$ cat config.mk
export PLATFORM = sky130hd
export DESIGN_NAME = dmem_arbiter
export DESIGN_NICKNAME = d
export VERILOG_FILES = /design/src/rtl/dmem_arb_pkg.sv /design/src/rtl/dmem_arb_sel.sv /design/src/rtl/dmem_arbiter.sv
export SDC_FILE = /design/constraint.sdc
export NUM_CORES = 1
export LEC_CHECK = 0
export ABC_AREA = 0
export CORE_AREA = 4 4 115 117
export CTS_CLUSTER_SIZE = 12
export DETAILED_ROUTE_END_ITERATION = 7
export DIE_AREA = 0 0 119 121
export HOLD_SLACK_MARGIN = 0.1
export PLACE_DENSITY = 0.7
export SYNTH_ARGS = -nofsm -noshare
export SYNTH_HDL_FRONTEND = slang
export SYNTH_SLANG_ARGS = --single-unit
$ cat constraint.sdc
create_clock -name clk -period 2.5 [get_ports clk]
set_clock_uncertainty 0.2 [all_clocks]
set_input_delay 0.25 -clock clk [delete_from_list [all_inputs] [get_ports clk]]
set_output_delay 0.25 -clock clk [all_outputs]
set_load 0.1 [all_outputs]
$ cat src/rtl/dmem_arb_pkg.sv
// Shared types and default constants for the data-memory arbiter.
// Arbitration mode is selected in the top and selector by DMEM_ARB_RR_EN.
package dmem_arb_pkg;

    typedef enum logic [1:0] {
        ST_IDLE = 2'd0,
        ST_OWN0 = 2'd1,
        ST_OWN1 = 2'd2
    } arb_state_e;

    typedef logic mst_id_t;

    localparam mst_id_t MST0 = 1'b0;
    localparam mst_id_t MST1 = 1'b1;

    localparam int DEF_MAX_BURST    = 8;
    localparam int DEF_STARVE_LIMIT = 16;

endpackage

$ cat src/rtl/dmem_arb_sel.sv
// Combinational winner selection for the two dmem masters.
// DMEM_ARB_RR_EN selects round-robin ties; otherwise fixed priority with starvation escape.
module dmem_arb_sel
    import dmem_arb_pkg::*;
(
    input  logic    m0_req,
    input  logic    m1_req,
    input  logic    lock_hold,
    input  mst_id_t owner,
    input  logic    burst_done,
`ifdef DMEM_ARB_RR_EN
    input  mst_id_t last_gnt,
`else
    input  logic    starve_hit,
`endif
    output logic    gnt_vld,
    output mst_id_t gnt_id
);

    logic other_req;
    logic tie_m1;

    always_comb begin
        other_req = (owner == MST0) ? m1_req : m0_req;
`ifdef DMEM_ARB_RR_EN
        tie_m1    = (last_gnt == MST0);
`else
        tie_m1    = starve_hit;
`endif
        gnt_vld   = m0_req | m1_req;
        gnt_id    = MST0;
        // A locked owner keeps the port unless its burst quota ran out while the other waits.
        if (lock_hold) begin
            gnt_id = (burst_done && other_req) ? ~owner : owner;
        end else if (m0_req && m1_req) begin
            gnt_id = tie_m1 ? MST1 : MST0;
        end else if (m1_req) begin
            gnt_id = MST1;
        end
    end

endmodule

$ cat src/rtl/dmem_arbiter.sv
// Two-master arbiter for the single-port data memory with locked bursts and 1-cycle read return.
// Define DMEM_ARB_RR_EN for round-robin ties; default is M0 priority with an M1 starvation escape.
module dmem_arbiter
    import dmem_arb_pkg::*;
#(
    parameter int AW           = 32,
    parameter int DW           = 32,
    parameter int MAX_BURST    = DEF_MAX_BURST,
    parameter int STARVE_LIMIT = DEF_STARVE_LIMIT
) (
    input  logic          clk,
    input  logic          rst,
    input  logic          m0_req,
    input  logic          m1_req,
    input  logic          m0_we,
    input  logic          m1_we,
    input  logic          m0_lock,
    input  logic          m1_lock,
    input  logic [AW-1:0] m0_addr,
    input  logic [AW-1:0] m1_addr,
    input  logic [DW-1:0] m0_wdata,
    input  logic [DW-1:0] m1_wdata,
    output logic          m0_gnt,
    output logic          m1_gnt,
    output logic          m0_rvalid,
    output logic          m1_rvalid,
    output logic [DW-1:0] m0_rdata,
    output logic [DW-1:0] m1_rdata,
    output logic          mem_we,
    output logic [AW-1:0] mem_addr,
    output logic [DW-1:0] mem_wdata,
    input  logic [DW-1:0] mem_rdata
);

    localparam logic [1:0] IDLE = ST_IDLE;
    localparam logic [1:0] OWN0 = ST_OWN0;
    localparam logic [1:0] OWN1 = ST_OWN1;

    localparam int            BW       = $clog2(MAX_BURST + 1);
    localparam logic [BW-1:0] BEAT_MAX = BW'(MAX_BURST);

    logic [1:0]    state;
    logic          lock_r;
    logic [BW-1:0] beat_cnt;
    logic [BW-1:0] beat_next;
    logic          resp_vld_p1;
    mst_id_t       resp_id_p1;

    mst_id_t       owner;
    logic          lock_hold;
    logic          gnt_vld;
    mst_id_t       gnt_id;
    logic          gnt_lock;

`ifdef DMEM_ARB_RR_EN
    mst_id_t       last_gnt;
`else
    localparam int            SW         = $clog2(STARVE_LIMIT + 1);
    localparam logic [SW-1:0] STARVE_MAX = SW'(STARVE_LIMIT);
    logic [SW-1:0] starve_cnt;
`endif

    assign owner     = (state == OWN1) ? MST1 : MST0;
    assign lock_hold = lock_r && (state != IDLE) && ((owner == MST1) ? m1_req : m0_req);

    dmem_arb_sel u_sel (
        .m0_req     (m0_req),
        .m1_req     (m1_req),
        .lock_hold  (lock_hold),
        .owner      (owner),
        .burst_done (beat_cnt == BEAT_MAX),
`ifdef DMEM_ARB_RR_EN
        .last_gnt   (last_gnt),
`else
        .starve_hit (starve_cnt == STARVE_MAX),
`endif
        .gnt_vld    (gnt_vld),
        .gnt_id     (gnt_id)
    );

    // Grant and memory-side mux: zero when nobody owns the port this cycle.
    always_comb begin
        m0_gnt    = gnt_vld && (gnt_id == MST0);
        m1_gnt    = gnt_vld && (gnt_id == MST1);
        mem_we    = 1'b0;
        mem_addr  = '0;
        mem_wdata = '0;
        gnt_lock  = 1'b0;
        if (m0_gnt) begin
            mem_we    = m0_we;
            mem_addr  = m0_addr;
            mem_wdata = m0_wdata;
            gnt_lock  = m0_lock;
        end else if (m1_gnt) begin
            mem_we    = m1_we;
            mem_addr  = m1_addr;
            mem_wdata = m1_wdata;
            gnt_lock  = m1_lock;
        end
    end

    // The first locked beat of a burst counts as one; held beats extend it up to the quota.
    always_comb begin
        beat_next = '0;
        if (gnt_vld && gnt_lock) begin
            if (lock_hold && (gnt_id == owner)) begin
                beat_next = (beat_cnt == BEAT_MAX) ? beat_cnt : beat_cnt + 1'b1;
            end else begin
                beat_next = BW'(1);
            end
        end
    end

    always_ff @(posedge clk or posedge rst) begin
        if (rst) begin
            state       <= IDLE;
            lock_r      <= 1'b0;
            beat_cnt    <= '0;
            resp_vld_p1 <= 1'b0;
            resp_id_p1  <= MST0;
`ifdef DMEM_ARB_RR_EN
            last_gnt    <= MST1;
`else
            starve_cnt  <= '0;
`endif
        end else begin
            state       <= !gnt_vld ? IDLE : ((gnt_id == MST1) ? OWN1 : OWN0);
            lock_r      <= gnt_vld && gnt_lock;
            beat_cnt    <= beat_next;
            // stage p1: read response is tagged with the master granted in p0
            resp_vld_p1 <= gnt_vld && !mem_we;
            resp_id_p1  <= gnt_id;
`ifdef DMEM_ARB_RR_EN
            if (gnt_vld) begin
                last_gnt <= gnt_id;
            end
`else
            if (m1_gnt) begin
                starve_cnt <= '0;
            end else if (m1_req && (starve_cnt != STARVE_MAX)) begin
                starve_cnt <= starve_cnt + 1'b1;
            end
`endif
        end
    end

    assign m0_rvalid = resp_vld_p1 && (resp_id_p1 == MST0);
    assign m1_rvalid = resp_vld_p1 && (resp_id_p1 == MST1);
    assign m0_rdata  = m0_rvalid ? mem_rdata : '0;
    assign m1_rdata  = m1_rvalid ? mem_rdata : '0;

endmodule

==> impl_metrics.env, run 1 <==
export IMPL_status="complete, but fails checks"
export IMPL_violations="setup timing"
export IMPL_overflow=0
export IMPL_end_kind="output port"
export IMPL_drc=0
export IMPL_cp_cell_sequence="inv_2, ha_4, and3b_2, mux2i_4, and3_4, buf_12, buf_8, a22o_4, buf_12"
export IMPL_synth_simple_gate_area_frac=0.286
export IMPL_fin_nets=738
export IMPL_layout_commonest_cell="clkdlybuf4s50_1"
export IMPL_p_leak_uw=0.00331
export IMPL_drv_cap=0
export IMPL_synth_xor_area_share=0.0261
export IMPL_numClockSinks=14
export IMPL_synth_area_mm2=0.00202
export IMPL_clkSlewWorstSetupHoldPaths_ps=50
export IMPL_avgSynthCellArea_um2=8.65
export IMPL_area_delta_synth_final_pct=271
export IMPL_placed_area_mm2=0.00668
export IMPL_start_util=0.163
export IMPL_regToRegSetupSlack_ps=130
export IMPL_postLayoutCellArea_mm2=0.00748
export IMPL_ios=301
export IMPL_period_share=1.09
export IMPL_numPortBuffers=300
export IMPL_max_freq_mhz=366
export IMPL_path_depth=9
export IMPL_max_slew_margin=0.608
export IMPL_startpoint="beat_cnt[0]"
export IMPL_arrival_ps=2280
export IMPL_synthTopCellsByArea="a22o_1, dfrtp_1, and2_1"
export IMPL_yosysTopAreaCell="a22o_1"
export IMPL_fillCellCount=960
export IMPL_cp_num_buf_inv=4
export IMPL_synthMuxAreaShare=0.0230
export IMPL_n_antenna_cell=0
export IMPL_yosysSeqAreaShare=0.174
export IMPL_cp_max_fo=6
export IMPL_layout_common_cells="clkdlybuf4s50_1, buf_12, a22o_4"
export IMPL_ant_nets=0
export IMPL_die_h_um=121
export IMPL_dr_pass1_iters=4
export IMPL_clk_latency_ps=250
export IMPL_hold_path_class="in2async"
export IMPL_synth_top_cell_area_share=0.287
export IMPL_wl_um=14900
export IMPL_synth_seq_cells=14
export IMPL_slowest_delay_ps=390
export IMPL_synth_fa_ha_area_frac=0.0248
export IMPL_dieWidth_um=119
export IMPL_hold_viol=0
export IMPL_power_density_mw_per_mm2=536
export IMPL_first_iter_violations=118
export IMPL_netlist_instances=233
export IMPL_grt_use_total=0.177
export IMPL_hold_buffers=0
export IMPL_cts_buffers=3
export IMPL_gp_congestion=0.802
export IMPL_htree_levels=1
export IMPL_async_reset_ff_frac=1.00
export IMPL_cpMostUsedCell="buf_12"
export IMPL_synth_compound_area_share=0.332
export IMPL_dieArea_mm2=0.0144
export IMPL_coreArea_mm2=0.0124
export IMPL_slew_violations=0
export IMPL_dr_total_vias=3294
export IMPL_routedWlPerCell_um=20.3
export IMPL_cts_tree="built"
export IMPL_synth_edf_count=0
export IMPL_final_setup_worst_slack_ps=-234
export IMPL_setup_viol=67
export IMPL_drive_gt1_frac=0.476
export IMPL_synth_top_family_by_area="compound AO/OA/AOI/OAI gates"
export IMPL_dominantRegCellSynth="dfrtp_1"
export IMPL_critical_path_slowest_cell="dfrtp_1"
export IMPL_avgViaCountPerCell=4.47
export IMPL_ys_warn_count=0
export IMPL_crit_type="reg2out"
export IMPL_grt_pass1_vias=3455
export IMPL_hpwl_um=11600
export IMPL_worstPathRequired_ps=2050
export IMPL_period_needed_ps=2730
export IMPL_fin_setup_tns_ps=-12790
export IMPL_syn_nets=405
export IMPL_grt_max_degree=36
export IMPL_tightest_slew_ps=587
export IMPL_reg2regPathDepth=9
export IMPL_row_count=41
export IMPL_ys_types=34
export IMPL_reg2reg_to="resp_vld_p1"
export IMPL_rsz0062_at_grt="true"
export IMPL_endpoint="mem_addr[20]"
export IMPL_ir_drop_uv=330
export IMPL_crit_path_start_kind="flip-flop"
export IMPL_reg2reg_from="beat_cnt[0]"
export IMPL_grt_pass1_wl_um=20000
export IMPL_crit_family="simple AND/OR/NAND/NOR gates"
export IMPL_dp_slack_ps=-81.5
export IMPL_cts_root_buf="clkbuf_16"
export IMPL_antenna_found_initial=0
export IMPL_clockBufferDepth=2
==> area by class of cell <==
cell class                      count  area [um2]  area share
Sequential cell                    14         350      0.0468
Timing Repair Buffer              353        4960       0.663
Tap cell                          172         215      0.0288
Multi-Input combinational cell    187        1840       0.246
Clock buffer                        4        88.8      0.0119
Inverter                            7        26.3     0.00351
==> cells by family after synthesis <==
| group | after synthesis |
|---|---|
| multiplexers | 4 |
| flip-flops | 14 |
| AO/OA/AOI/OAI | 79 |
| XOR/XNOR | 6 |
| AND/OR/NAND/NOR | 93 |
| adder cells (fa/ha/maj) | 4 |
| buffers and inverters | 33 |
==> worst min path at each step <==
stage             startpoint             to  slack [ps]  depth (start not counted)
6_report                 rst  starve_cnt[0]         170                          2
5_1_grt                  rst  starve_cnt[2]         240                          2
4_1_cts                  rst    resp_vld_p1         190                          2
3_5_place_dp   starve_cnt[4]  starve_cnt[4]         360                          2
3_3_place_gp   starve_cnt[4]  starve_cnt[4]         330                          2
2_1_floorplan            rst    beat_cnt[0]         -60                          1
==> what timing repair did <==
action | CTS | global route
setup buffers | 9 | 14
endpoints found under the hold margin | 0 | 0
setup endpoints to repair | 67 | 67
cloned | 3 | 8
gates resized for setup | 19 | 39
pin swaps | 4 | 16
==> cell usage after synthesis (2+ instances only) <==
| library cell | number |
|---|---|
| nand3_1 | 4 |
| o211ai_2 | 2 |
| xor2_1 | 3 |
| nand2_1 | 7 |
| dfrtp_1 | 14 |
| mux2_2 | 2 |
| nand4_1 | 3 |
| buf_12 | 8 |
| and2_1 | 33 |
| buf_2 | 5 |
| and4b_1 | 2 |
| clkbuf_1 | 11 |
| and3_1 | 33 |
| xnor2_1 | 3 |
| nand4b_1 | 2 |
| inv_1 | 7 |
| a21oi_1 | 6 |
| ha_1 | 4 |
| nor2_1 | 4 |
| a22o_1 | 66 |
==> per-stage QoR <==
stage                     instances  total power, uW   util  hold slack (ps)
after detailed placement        701             3400  0.540              357
after global routing            737             4120  0.605              236
after global placement          701             3370  0.540              325
final                           737             4010  0.605              172
after floorplan                 233             2150      -            -60.8
after CTS                       717             3850  0.569              190
==> metal layers <==
metal / vias up / share of wire / global-route usage
met2: 181 / 0.55 / 0.353
met4: 0 / 0.011 / 0.0377
met3: 10 / 0.076 / 0.0448
met5: - / 0 / 0
li1: 1557 / - / -
met1: 1546 / 0.36 / 0.185
==> sequential cells by signal, indices dropped and copies added, names as in the netlist <==
| name | count |
|---|---|
| state | 2 |
| starve_cnt | 5 |
| resp_vld_p1 | 1 |
| lock_r | 1 |
| resp_id_p1 | 1 |
| beat_cnt | 4 |
==> report_power, final <==
part,total [uW],switching (uW),leakage (uW),internal (uW)
registers,275,20.9,0.000182,254
logic,3390,2000,0.00309,1390
clock network,341,98.1,0.0000442,243
Power figures use the tool's default switching activity.
==> run 2, diff against run 1 <==
ABC_AREA = 1   (was 0)
CORE_AREA = 4 4 114 116   (was 4 4 115 117)
DIE_AREA = 0 0 118 120   (was 0 0 119 121)
PLACE_DENSITY = 0.71   (was 0.7)
SLEW_MARGIN = 20   (was not set)
==> impl_metrics.env, run 2 <==
export IMPL_critical_path_slowest_cell="dfrtp_1"
export IMPL_max_freq_mhz=396
export IMPL_cp_max_fo=8
export IMPL_max_slew_margin=0.637
export IMPL_crit_path_start_kind="flip-flop"
export IMPL_layout_common_cells="clkdlybuf4s50_1, buf_12, nand2_1"
export IMPL_fin_nets=901
export IMPL_avgSynthCellArea_um2=4.89
export IMPL_clkSlewWorstSetupHoldPaths_ps=40
export IMPL_yosysTopAreaCell="nand2_1"
export IMPL_fillCellCount=920
export IMPL_slowest_delay_ps=400
export IMPL_clk_latency_ps=250
export IMPL_avgViaCountPerCell=4.25
export IMPL_violations="setup timing"
export IMPL_cts_tree="built"
export IMPL_tightest_slew_ps=544
export IMPL_hold_ws_ps=165
export IMPL_ir_drop_uv=362
export IMPL_synth_seq_cells=14
export IMPL_end_kind="output port"
export IMPL_intPower_uw=2010
export IMPL_dieArea_mm2=0.0142
export IMPL_dominantRegCellSynth="dfrtp_1"
export IMPL_period_share=1.01
export IMPL_cts_root_buf="clkbuf_16"
export IMPL_synth_top_cell_area_share=0.404
export IMPL_pwr_share_clk=0.063
export IMPL_final_util=0.641
export IMPL_hold_buffers=0
export IMPL_grt_pass1_wl_um=20000
export IMPL_coreArea_mm2=0.0119
export IMPL_comb_power_share=0.876
export IMPL_dieWidth_um=118
export IMPL_register_area_um2=350
export IMPL_period_needed_ps=2530
export IMPL_power_density_mw_per_mm2=624
export IMPL_rsz0062_at_grt="true"
export IMPL_regToRegSetupSlack_ps=290
export IMPL_arrival_ps=2080
export IMPL_synthTopCellsByArea="nand2_1, dfrtp_1, nor2_1"
export IMPL_dr_pass1_iters=4
export IMPL_clockBufferDepth=2
export IMPL_hpwl_um=12000
export IMPL_drv_cap=0
export IMPL_ys_types=21
export IMPL_grt_pass1_vias=3686
export IMPL_htree_levels=1
export IMPL_n_antenna_cell=0
export IMPL_async_reset_ff_frac=1.00
export IMPL_cp_cell_sequence="inv_2, ha_4, nand2_4, nor2_4, nand2_2, nand2_2, nand2_2, nand2_4, nand2_8, clkinv_8, buf_8, nand2_1, nand2_2, buf_12"
export IMPL_synth_edf_count=0
export IMPL_ios=301
export IMPL_swShare=0.579
export IMPL_numPortBuffers=300
export IMPL_hold_path_class="in2async"
export IMPL_top_register="starve_cnt"
export IMPL_syn_nets=580
export IMPL_drc=0
export IMPL_numClockSinks=14
export IMPL_ant_nets=0
export IMPL_layout_commonest_cell="clkdlybuf4s50_1"
export IMPL_final_setup_worst_slack_ps=-28.2
export IMPL_multi_input_area_mm2=0.00200
export IMPL_slew_violations=0
export IMPL_ys_warn_count=0
export IMPL_status="complete, but fails checks"
export IMPL_crit_type="reg2out"
export IMPL_netlist_instances=408
export IMPL_die_h_um=120
export IMPL_worstPathRequired_ps=2050
export IMPL_switchingPower_uw=2760
export IMPL_hold_viol=0
export IMPL_overflow=0
export IMPL_drive_gt1_frac=0.433
export IMPL_routedWlPerCell_um=17.0
export IMPL_first_iter_violations=137
export IMPL_setup_viol=20
export IMPL_grt_max_degree=39
export IMPL_row_count=40
export IMPL_synth_most_common_cell="nand2_1"
export IMPL_wl_um=14800
export IMPL_cts_buffers=3
export IMPL_synthTopCellsByCount="nand2_1, nor2_1, inv_1, dfrtp_1, clkbuf_1"
export IMPL_antenna_found_initial=0
export IMPL_largest_register_ffs=5
export IMPL_top_regs="starve_cnt (5), beat_cnt (4), state (2)"
export IMPL_start_util=0.168
export IMPL_gp_congestion=0.891
export IMPL_area_delta_synth_final_pct=282
export IMPL_synth_area_mm2=0.00200
export IMPL_seqPwrFrac=0.061
export IMPL_cpMostUsedCell="nand2_2"
export IMPL_dr_total_vias=3715
export IMPL_grt_use_total=0.178
export IMPL_yosysSeqAreaShare=0.176
export IMPL_p_leak_uw=0.00355
run 2: power groups by stage:
| stage | Clock (uW) | Combinational [uW] | Sequential, uW |
|---|---|---|---|
| detailed placement | 0 | 3900 | 294 |
| global placement | 0 | 3880 | 291 |
| CTS | 308 | 3930 | 289 |
| finish | 302 | 4170 | 290 |
| floorplan | 0 | 2360 | 288 |
| global route | 327 | 4300 | 294 |
run 2: cell type report:
class,instances,area share
Timing Repair Buffer,335,0.628
Multi-Input combinational cell,320,0.262
Sequential cell,14,0.0459
Inverter,54,0.0289
Tap cell,147,0.0241
Clock buffer,3,0.00984
Timing Repair inverter,1,0.00115
run 2: metal layers:
layer,vias up,GRT usage,part of all wire,wire (um)
met1,1660,0.168,0.30,4460
met5,-,0,0,0
li1,1812,-,-,-
met2,220,0.355,0.58,8570
met4,0,0.0557,0.024,361
met3,23,0.0664,0.097,1440
run 2: cell families after synthesis:
family	after synthesis	share of synthesized area
buffers and inverters	74	0.168
xor gates and xnor gates	6	0.0263
DFF	14	0.176
AOI/OAI and AO/OA	5	0.0150
adders and majority gates	4	0.0251
and+or+nand+nor	305	0.590
run 2: metrics by stage:
step	TNS, ps	power, uW	instance area (um2)	setup slack, ps	instances
global placement	0	4170	6910	76.4	848
detailed placement	0	4200	6910	83.4	848
global route	-5160	4920	7630	-112	874
finish	-212	4770	7630	-28.2	874
floorplan	-2870	2640	2390	-143	408
CTS	-133	4530	7040	-19.9	854
run 2: final timing paths:
check | to | start | depth (start not counted)
max | mem_wdata[26] | beat_cnt[1] | 14
min | starve_cnt[0] | rst | 2
max reg2reg | resp_vld_p1 | beat_cnt[1] | 15
min reg2reg | starve_cnt[1] | starve_cnt[1] | 2
max in group asynchronous | beat_cnt[1] | rst | 2
min in group clk | starve_cnt[1] | starve_cnt[1] | 2
run 2: repair_timing:
action | CTS | global route
setup endpoints to repair | 65 | 65
pin swaps | 0 | 25
buffers inserted | 3 | 9
resized for setup | 9 | 86
cloned | 0 | 11
run 2: worst max-delay path, delay by kind of cell, from the launching register on:
kind,cells,cell delay (ps)
DFF,1,400
buffers and inverters,4,500
and+or+nand+nor,9,770
adders and majority gates,1,140
==> run 3, diff against run 2 <==
HOLD_SLACK_MARGIN = 0.06   (was 0.1)
SLEW_MARGIN = 10   (was 20)
==> results of run 3 <==
No change in the layout: final DEF, timing and power equal those of run 2.
